**config.mk**
```make
export PLATFORM = sky130hd
export DESIGN_NAME = pred_update_ctrl
export DESIGN_NICKNAME = d
export VERILOG_FILES = /design/src/rtl/pred_update_ctrl.sv
export SDC_FILE = /design/constraint.sdc
export NUM_CORES = 1
export LEC_CHECK = 0
export CORE_ASPECT_RATIO = 0.7
export CORE_MARGIN = 2
export CORE_UTILIZATION = 45
export DETAILED_ROUTE_END_ITERATION = 16
export PLACE_DENSITY = 0.75
export SYNTH_ARGS = -nofsm -noshare
export SYNTH_HDL_FRONTEND = slang
export SYNTH_SLANG_ARGS = --single-unit
```
**constraint.sdc**
```tcl
create_clock -name s_clk_i -period 2.9 [get_ports s_clk_i]
set_input_delay 0.29 -clock s_clk_i [delete_from_list [all_inputs] [get_ports s_clk_i]]
set_output_delay 0.29 -clock s_clk_i [all_outputs]
set_load 0.005 [all_outputs]
```
**src/rtl/pred_update_ctrl.sv**
```systemverilog
// Purpose: queue retired predictor updates, issue one per cycle, and run invalidation sweeps on flush.
// Latency: an accepted request strobes the predictor the cycle after its accept edge when the queue was empty and unheld.
// Backpressure: ready drops when the queue is full, during a sweep, and while flush is high.
module pred_update_ctrl #(
    parameter int DEPTH   = 2,
    parameter int ENTRIES = 16,
    parameter int IDX_LSB = 1
) (
    input  logic                     s_clk_i,
    input  logic                     s_resetn_i,
    input  logic                     s_req_valid_i,
    output logic                     s_req_ready_o,
    input  logic                     s_req_btb_i,
    input  logic                     s_req_branch_i,
    input  logic                     s_req_jump_i,
    input  logic                     s_req_taken_i,
    input  logic                     s_req_rvc_i,
    input  logic [19:0]              s_req_offset_i,
    input  logic [31:0]              s_req_base_i,
    input  logic                     s_hold_i,
    input  logic                     s_flush_i,
    output logic                     s_instr_rvc_o,
    output logic                     s_btb_update_o,
    output logic                     s_branch_update_o,
    output logic                     s_branch_taken_o,
    output logic                     s_jump_update_o,
    output logic [19:0]              s_offset_o,
    output logic [31:0]              s_base_add_o,
    output logic                     s_inv_o,
    output logic [30:0]              s_inv_add_o,
    output logic                     s_pred_block_o,
    output logic                     s_sweep_done_o,
    output logic                     s_err_o,
    output logic [$clog2(DEPTH):0]   s_pending_o
);
    localparam int PW = $clog2(DEPTH);
    localparam int CW = (ENTRIES > 1) ? $clog2(ENTRIES) : 1;

    typedef struct packed {
        logic        rvc;
        logic        btb;
        logic        branch;
        logic        jump;
        logic        taken;
        logic [19:0] offset;
        logic [31:0] base;
    } upd_t;

    typedef enum logic {IDLE, SWEEP} state_t;

    state_t          state_q, state_d;
    logic [CW-1:0]   idx_q, idx_d;
    logic            done_q, done_d;
    logic            err_q, err_d;
    logic [PW-1:0]   wr_ptr_q, wr_ptr_d, rd_ptr_q, rd_ptr_d;
    logic [PW:0]     count_q, count_d;
    upd_t            mem_q [DEPTH];
    upd_t            mem_d [DEPTH];

    logic            is_idle, empty, malformed, accept, push, issue;
    upd_t            head, req;

    assign is_idle   = (state_q == IDLE);
    assign empty     = (count_q == '0);
    assign malformed = (s_req_branch_i & s_req_jump_i) |
                       ~(s_req_btb_i | s_req_branch_i | s_req_jump_i);
    assign s_req_ready_o = is_idle & (count_q < (PW+1)'(DEPTH)) & ~s_flush_i;
    assign accept    = s_req_valid_i & s_req_ready_o;
    assign push      = accept & ~malformed;
    assign issue     = is_idle & ~empty & ~s_hold_i;
    assign head      = empty ? '0 : mem_q[rd_ptr_q];

    assign req = '{rvc: s_req_rvc_i, btb: s_req_btb_i, branch: s_req_branch_i,
                   jump: s_req_jump_i, taken: s_req_taken_i,
                   offset: s_req_offset_i, base: s_req_base_i};

    always_comb begin
        mem_d    = mem_q;
        wr_ptr_d = wr_ptr_q;
        rd_ptr_d = rd_ptr_q;
        count_d  = count_q;
        state_d  = state_q;
        idx_d    = idx_q;
        done_d   = 1'b0;
        err_d    = accept & malformed;
        if (push) begin
            mem_d[wr_ptr_q] = req;
        end
        if (s_flush_i) begin
            // Flush discards queued updates; the sweep will wipe the predictor anyway.
            wr_ptr_d = '0;
            rd_ptr_d = '0;
            count_d  = '0;
            state_d  = SWEEP;
            idx_d    = '0;
        end else begin
            if (push)  wr_ptr_d = wr_ptr_q + PW'(1);
            if (issue) rd_ptr_d = rd_ptr_q + PW'(1);
            count_d = count_q + (PW+1)'(push) - (PW+1)'(issue);
            if (state_q == SWEEP) begin
                if (idx_q == CW'(ENTRIES - 1)) begin
                    state_d = IDLE;
                    idx_d   = '0;
                    done_d  = 1'b1;
                end else begin
                    idx_d = idx_q + CW'(1);
                end
            end
        end
    end

    always_ff @(posedge s_clk_i or negedge s_resetn_i) begin
        if (!s_resetn_i) begin
            state_q  <= IDLE;
            idx_q    <= '0;
            done_q   <= 1'b0;
            err_q    <= 1'b0;
            wr_ptr_q <= '0;
            rd_ptr_q <= '0;
            count_q  <= '0;
            for (int i = 0; i < DEPTH; i++) mem_q[i] <= '0;
        end else begin
            state_q  <= state_d;
            idx_q    <= idx_d;
            done_q   <= done_d;
            err_q    <= err_d;
            wr_ptr_q <= wr_ptr_d;
            rd_ptr_q <= rd_ptr_d;
            count_q  <= count_d;
            mem_q    <= mem_d;
        end
    end

    assign s_instr_rvc_o     = head.rvc;
    assign s_offset_o        = head.offset;
    assign s_base_add_o      = head.base;
    assign s_btb_update_o    = issue & head.btb;
    assign s_branch_update_o = issue & head.branch;
    assign s_branch_taken_o  = issue & head.branch & head.taken;
    assign s_jump_update_o   = issue & head.jump;
    assign s_inv_o           = (state_q == SWEEP);
    assign s_inv_add_o       = 31'(idx_q) << IDX_LSB;
    assign s_pred_block_o    = (state_q == SWEEP) | done_q;
    assign s_sweep_done_o    = done_q;
    assign s_err_o           = err_q;
    assign s_pending_o       = count_q;
endmodule
```
Word level (Yosys, flattened, before mapping)
Cells that the tools add are included.
- output and inout port bits: 95
- logic and storage cells: 81
- bits of input ports: 62
- flip-flop bits (word level): 125
- multiplexer cells: 21
- equality and inequality tests: 1
- magnitude comparators: 4
- $add $sub $neg: 5
- reduce and logical (&&, ||, !) cells: 5
- bitwise logic cells: 24
- operators by type and width (kind ; number):
    two-way mux 57 bit ; 5
    bitwise mux 114 bit ; 1
    demux 57 bit (select 1 bit) ; 1
    bitwise AND 1 bit ; 12
    two-way mux 4 bit ; 3
    two-way mux 1 bit ; 10
    inverter 1 bit ; 6
    nonzero test 2 bit ; 3
    adder 4 x 1 -> 4 bit (second input constant) ; 1
    equality test 4 bit (second input constant) ; 1
    greater-or-equal comparator 2 bit (second input constant) ; 2
    inverter 1 -> 2 bit ; 2
    bitwise OR 1 bit ; 4
    adder 1 bit (second input constant) ; 2
    adder 2 x 1 -> 2 bit ; 1
    logical NOT 2 bit ; 1
    < comparator 2 x 1 -> 1 bit (second input constant) ; 1
    < comparator 2 bit (second input constant) ; 1
    two-way mux 2 bit ; 1
    subtractor 2 x 1 -> 2 bit ; 1
    logical AND 1 bit ; 1

Longest topological paths before layout
Gate-level depths: netlist of run 1.
- depth after elaboration: 9
- depth in mapped cells: 8
- gate-level depth less buffers: 7

Least setup slack after synthesis of run 1
Ideal clock, no wire load.
- path kind: reg-to-reg
- start point: register state_q, in the netlist s_inv_o
- end point: register mem_q[100] (netlist bit)
- path buffers: 3
- cell stages (with the launch flop): 8
- clock period less this slack: 2.307 ns
- arrival time: 2.179 ns
- setup time: 0.127 ns
- setup slack: 0.593 ns
- required time: 2.773 ns
- cell sequence: dfrtp_1 > buf_6 > or4b_4 > a211oi_4 > and2b_1 > buf_6 > buf_6 > mux2_1
- longest elaborated chain between the ends: 5
- ends and longest elaborated chain (item ; line ; source):
    from (decl) ; 51 ; state_t state_q, state_d;
    from (signal assigned) ; 123 ; state_q <= state_d;
    inverter 1 bit ; 63 ; assign is_idle = (state_q == IDLE);
    bitwise AND 1 bit (2 in series) ; 67 ; assign s_req_ready_o = is_idle & (count_q < (PW+1)'(DEPTH)) & ~s_flush_i;
    bitwise AND 1 bit ; 68 ; assign accept = s_req_valid_i & s_req_ready_o;
    bitwise AND 1 bit ; 69 ; assign push = accept & ~malformed;
    to (signal assigned) ; 130 ; mem_q <= mem_d;
    to (decl) ; 57 ; upd_t mem_q [DEPTH];
No other way between the ends.
A chain may end at the register's enable or synchronous reset.

Worst setup path after layout of run 1
- start point: register state_q, in the netlist s_inv_o
- end point: register count_q[1], in the netlist s_pending_o[1]
- longest elaborated chain between the ends: 8
- elaborated cells between the ends (all ways): 10
- those cells by class: add/sub (2); mux (1); bitwise (7)
- ends and longest elaborated chain (item ; line ; source):
    inverter 1 bit (*) ; 63 ;
    bitwise AND 1 bit (2 in series) ; 67 ;
    bitwise AND 1 bit ; 68 ;
    bitwise AND 1 bit ; 69 ;
    adder 2 x 1 -> 2 bit ; 99 ; count_d = count_q + (PW+1)'(push) - (PW+1)'(issue);
    subtractor 2 x 1 -> 2 bit (*) ; 99 ;
    two-way mux 2 bit (*) ; 89 ; if (s_flush_i) begin
    named net count_d[1] ; 56 ; logic [PW:0] count_q, count_d;
    to (signal assigned) ; 129 ; count_q <= count_d;
    to (decl) ; 56 ;
Mark *: on every way through the listed nets, which the timed path passes. The rest lies on a longest branch.

==> impl_metrics.ini, run 1 <==
[pwr]
swShare_pct = 19.11
power_frac_seq_pct = 41.0
p_leak_nw = 3.515
p_switching_w = 0.0008386
clockPowerShare_pct = 54.1
powerDensity_nw_per_um2 = 556.9
vdd_drop_max_mv = 0.3965
combPwrFrac_pct = 4.8
internal_power_w = 0.003550

[drt]
drt-wirelength-per-cell_um = 16.37
ant_nets = 0
first_pass_iters = 4
drc = 0
num_vias = 3781
drtIter0Drc = 114
drt-total-wl_um = 12360
drt-vias-per-instance = 5.008

[timing]
skew_ps = 10.31
min_period_ps = 2506
rsz0062_at_grt = false
max_freq_mhz = 399.0
slew_violations = 0
finalCritPeriodShare_pct = 86.43
tightestPinTransition_ps = 638.3
slew_headroom_pct = 57.44
tns_ps = 0
finalSetupViolCount = 0
hold_viol = 0

[clocking]
clk_latency_ps = 400
clk_path_buf_depth = 2
clock-sinks = 125
numCtsBuffers = 17
cts-root-buf = clkbuf_16
cts_resized = 0
clk_pin_slew_worst_paths_ps = 60
cts_hold_buf = 1
cts_tree = built
h-tree-depth = 4
cts_setup_buffers = 0

[global_route]
overflow = 0
grt_max_degree = 54
grt_pass1_wl_um = 20370
grt_pass1_vias = 4108
grtUsageTotal_pct = 18.58
antenna_found_initial = 0

[finish]
design_area_sq_um = 7881
layout_common_cells = 128 x clkdlybuf4s50_1, 124 x dfrtp_1, 83 x mux2_2, 62 x nor2_1, 57 x mux2i_1
fill_cells = 995
nets = 645
final_cells = 755
antennaDiodeCount = 0
area_delta_synth_final_pct = 34.65
postLayoutCoreUtil_pct = 62.80
final_layout_size_suffix_gt1_share_pct = 22.09
layout_commonest_cell = clkdlybuf4s50_1

[critical_path]
cp-start-kind = flop
crit_type = flop to flop
critPathCaptureType = flop
crit_fanout = 10
reg2reg_slack_ps = 390
required_ps = 3220
cp_data_arrival_time_ps = 2830

[logic_synthesis]
synth_compound_area_share_pct = 0.9406
yosysWarningCount = 0
ys_ff_latch = 125
ys_async_sr_fraction_pct = 100.0
synth_cell_type_count = 27
synthAdderAreaFrac_pct = 0.4275
synthSimpleGateAreaFrac_pct = 6.028
syn_area_per_cell_sq_um = 13.01
synth-xor-area-share_pct = 0.7482
ys.flop_type = dfrtp_1
synth_top_family_by_area = multiplexers
muxShareOfSynthArea_pct = 31.87
synthesis.area_sq_um = 5853
synthCells = 450
synth-edff-count = 0
yosysSeqAreaShare_pct = 53.44

[placed_design]
io_buffers = 129
dp.final_hpwl_um = 8357
place_inst = 723
dpl_cell_area_sq_um = 7201
place.gp.congestion = 0.7443

[flow_run]
maxCapViolations = 0

[die]
die_area_sq_um = 13950
die_y_um = 99.42
die_w_um = 140.3
rows = 34
coreArea_sq_um = 12550
initial_core_util_pct = 46.64
io_pins = 157

[outcome]
status = complete, no violations

[worst_hold_path]
hold_class = input port to async pin
power by group through the flow:
stage                     registers [W]  clock network (W)  logic [W]
after floorplan                 0.00183                  0  0.0000868
after global placement          0.00183                  0   0.000205
after detailed placement        0.00183                  0   0.000214
after CTS                       0.00180            0.00242   0.000216
after global routing            0.00180            0.00251   0.000238
final                           0.00180            0.00238   0.000213
per-layer routing:
layer	track usage [%]	wire length [um]
met1	23.77	5580
met2	30.35	5812
met3	5.778	869
met4	6.294	99
met5	0	0
metrics by stage:
stage | total power [W] | hold slack (ps) | setup WS [ps]
2_1_floorplan | 0.001912 | -5.591 | 593.4
3_3_place_gp | 0.002033 | 306.2 | 292.9
3_5_place_dp | 0.002045 | 318.6 | 223.0
4_1_cts | 0.004441 | 442.9 | 389.7
5_1_grt | 0.004553 | 487.0 | 273.7
6_report | 0.004389 | 421.3 | 393.5
kinds of logic after synthesis:
kind of cell | after synthesis
AOI/OAI and AO/OA | 8
adders and majority gates | 2
other | 1
buffers and inverters | 54
DFF | 125
and+or+nand+nor | 83
xor gates and xnor gates | 5
muxes | 172
cell usage after synthesis, types with 3 or more instances:
cell type,count,share of area (%)
clkbuf_1,10,0.64
buf_1,6,0.38
nor3_1,3,0.26
buf_6,9,1.7
or3_1,3,0.32
mux2i_1,57,9.7
mux2_2,83,16
xor2_1,3,0.45
nor2_1,63,4.0
mux2_1,32,6.2
dfrtp_1,125,53
buf_4,29,3.7
a21oi_1,5,0.43
nand2_1,5,0.32
critical path, cell delays in order (launching register included):
cell and delay (ps):
dfrtp_1 490, or4b_4 600, a211oi_4 370, xnor2_1 120, ha_1 200, xor2_1 160, or3_1 330, a21oi_1 160
worst paths after layout:
path,startpoint,end,cells after the start
max reg2reg,s_inv_o$_DFF_PN0_,s_pending_o[1]$_DFF_PN0_,7
min in group s_clk_i,mem_q[86]$_DFFE_PN0P_,mem_q[86]$_DFFE_PN0P_,1
min reg2reg,mem_q[86]$_DFFE_PN0P_,mem_q[86]$_DFFE_PN0P_,1
min,s_resetn_i,idx_q[3]$_DFFE_PN0P_,2
max in group asynchronous,s_resetn_i,mem_q[36]$_DFFE_PN0P_,3
max,s_inv_o$_DFF_PN0_,s_pending_o[1]$_DFF_PN0_,7
registers in the layout (all words and copies together), names as in the netlist:
name,cells
rd_ptr_q,1
s_sweep_done_o,1
s_inv_o,1
s_err_o,1
wr_ptr_q,1
idx_q,4
mem_q,114
s_pending_o,2
cell type report:
cell class,instances,area [sq um],area share (%)
clock buffer,20,456.7,5.795
clock inverter,11,214.0,2.715
multi-input combinational,297,2452,31.12
sequential,125,3132,39.74
tap,162,202.7,2.572
timing repair buffer,140,1424,18.07
(Power assumes the default switching activity.)
==> run 2: changes to the inputs <==
==> constraint.sdc (replaced) <==
create_clock -name s_clk_i -period 2.9 [get_ports s_clk_i]
set_input_delay 0.29 -clock s_clk_i [delete_from_list [all_inputs] [get_ports s_clk_i]]
set_output_delay 0.29 -clock s_clk_i [all_outputs]
set_load 0.01 [all_outputs]
==> run 2 against run 1 <==
  * Combinational power rose by 5%
  * Clock skew is 1.1 ps lower
  * Core utilization is 0.87 points lower
  * Power fell by 9.6%
  * Sequential power hardly changed
  * Global-route usage down 0.39 points
  * Non-clock buffer count rose by 1
  * Die area stayed put
  * First-iteration DRC count increased by 6.1%
  * Setup slack got worse by 94 ps
  * Sequential share of layout area increased by 0.56 points
  * Critical path type is now flop to primary output
  * Critical endpoint is now s_branch_taken_o
  * Largest cell class unchanged
==> impl_metrics.ini, run 2 (synthesis results as in run 1) <==
[pwr]
combPwrFrac_pct = 5.6
internal_power_w = 0.003115
powerDensity_nw_per_um2 = 510.4
p_switching_w = 0.0008519
clockPowerShare_pct = 49.0
vdd_drop_max_mv = 0.3793
power_frac_seq_pct = 45.4
p_leak_nw = 3.462
swShare_pct = 21.48

[critical_path]
reg2reg_depth = 7
crit_start = s_inv_o$_DFF_PN0_
reg2reg_to = s_pending_o[1]$_DFF_PN0_
r2r-start = s_inv_o$_DFF_PN0_
crit_fanout = 10
endpoint = s_branch_taken_o
required_ps = 2610
crit_type = flop to primary output
reg2reg_slack_ps = 430
cp_data_arrival_time_ps = 2310
critPathCaptureType = primary output
cp-start-kind = flop

[placed_design]
dp.final_hpwl_um = 8381
post-place-ws_ps = 241.5
place.gp.congestion = 0.7449
io_buffers = 129

[timing]
skew_ps = 9.177
max_freq_mhz = 384.5
tns_ps = 0
tightestPinTransition_ps = 551.5
min_period_ps = 2601
slew_violations = 0
fin_ws_ps = 299.0
hold_viol = 0
rsz0062_at_grt = false
finalCritPeriodShare_pct = 89.69
finalSetupViolCount = 0
slew_headroom_pct = 63.23

[global_route]
antenna_found_initial = 0
grt_pass1_vias = 3944
grt_max_degree = 51
overflow = 0
grtUsageTotal_pct = 18.19
grt_pass1_wl_um = 19780

[clocking]
cts-root-buf = clkbuf_16
numCtsBuffers = 17
cts_tree = built
clk_path_buf_depth = 2
clk_pin_slew_worst_paths_ps = 50
cts_hold_buf = 1
clk_latency_ps = 400
cts_setup_buffers = 0
clock-sinks = 125
cts_resized = 0
h-tree-depth = 4

[die]
io_pins = 157
die_w_um = 140.3
initial_core_util_pct = 46.64
rows = 34
die_area_sq_um = 13950
coreArea_sq_um = 12550
die_y_um = 99.42

[finish]
largest_register_ffs = 114
antennaDiodeCount = 0
nets = 646
final_layout_size_suffix_gt1_share_pct = 22.18
layout_common_cells = 128 x clkdlybuf4s50_1, 124 x dfrtp_1, 83 x mux2_2, 62 x nor2_1, 57 x mux2i_1
area_delta_synth_final_pct = 32.79
layout_commonest_cell = clkdlybuf4s50_1
top_register = mem_q

[drt]
drtIter0Drc = 121
routed-wl-met3_um = 887
num_vias = 3787
drt-wirelength-per-cell_um = 16.33
drt-total-wl_um = 12360
highest_layer = met4
first_pass_iters = 4
route.met2.wl_um = 5748
drc = 0
ant_nets = 0
met1_length_um = 5589
drt-vias-per-instance = 5.003

[flow_run]
maxCapViolations = 0

[outcome]
status = complete, no violations

[worst_hold_path]
hold_class = input port to async pin
-- run 2: final cells by class --
type,count,area (sq um)
Tap cell,162,202.7
Multi-Input combinational cell,297,2452
Sequential cell,125,3132
Clock inverter,11,93.84
Fill cell,952,4777
Clock buffer,21,460.4
Timing Repair Buffer,141,1431
-- run 2: power groups by stage --
stage          sequential [W]  combinational (W)  clock [W]
6_report              0.00180           0.000223    0.00194
5_1_grt               0.00180           0.000246    0.00208
4_1_cts               0.00180           0.000226    0.00198
3_5_place_dp          0.00183           0.000222          0
3_3_place_gp          0.00183           0.000214          0
2_1_floorplan         0.00183          0.0000950          0
-- run 2: layer usage --
| layer | vias to the layer above | track usage, % |
|---|---|---|
| li1 | 1771 | - |
| met1 | 1888 | 23.34 |
| met2 | 112 | 29.11 |
| met3 | 16 | 6.548 |
| met4 | 0 | 5.828 |
| met5 | - | 0 |
-- run 2: metrics by stage --
step           instances  hold slack, ps  cell area (sq um)  power (W)  util [%]
2_1_floorplan        476          -5.591               5951   0.001922         -
3_3_place_gp         724           310.5               7208   0.002042     57.44
3_5_place_dp         724           310.0               7208   0.002053     57.44
4_1_cts              757           433.3               7772   0.004011     61.93
5_1_grt              757           462.0               7772   0.004127     61.93
6_report             757           422.1               7772   0.003967     61.93
-- run 2: worst min path at each step --
stage	start	end	depth (start not counted)
after CTS	s_resetn_i	idx_q[3]$_DFFE_PN0P_	2
final	s_resetn_i	idx_q[3]$_DFFE_PN0P_	2
after floorplan	s_resetn_i	idx_q[0]$_DFFE_PN0P_	0
after detailed placement	s_resetn_i	idx_q[3]$_DFFE_PN0P_	1
after global placement	s_resetn_i	idx_q[3]$_DFFE_PN0P_	1
after global routing	s_resetn_i	idx_q[3]$_DFFE_PN0P_	2
-- run 2: worst max-delay path, stage by stage (launching register included) --
cell and delay [ps]:
dfrtp_1 490, or3_1 580, a21oi_1 240, clkdlybuf4s50_1 600
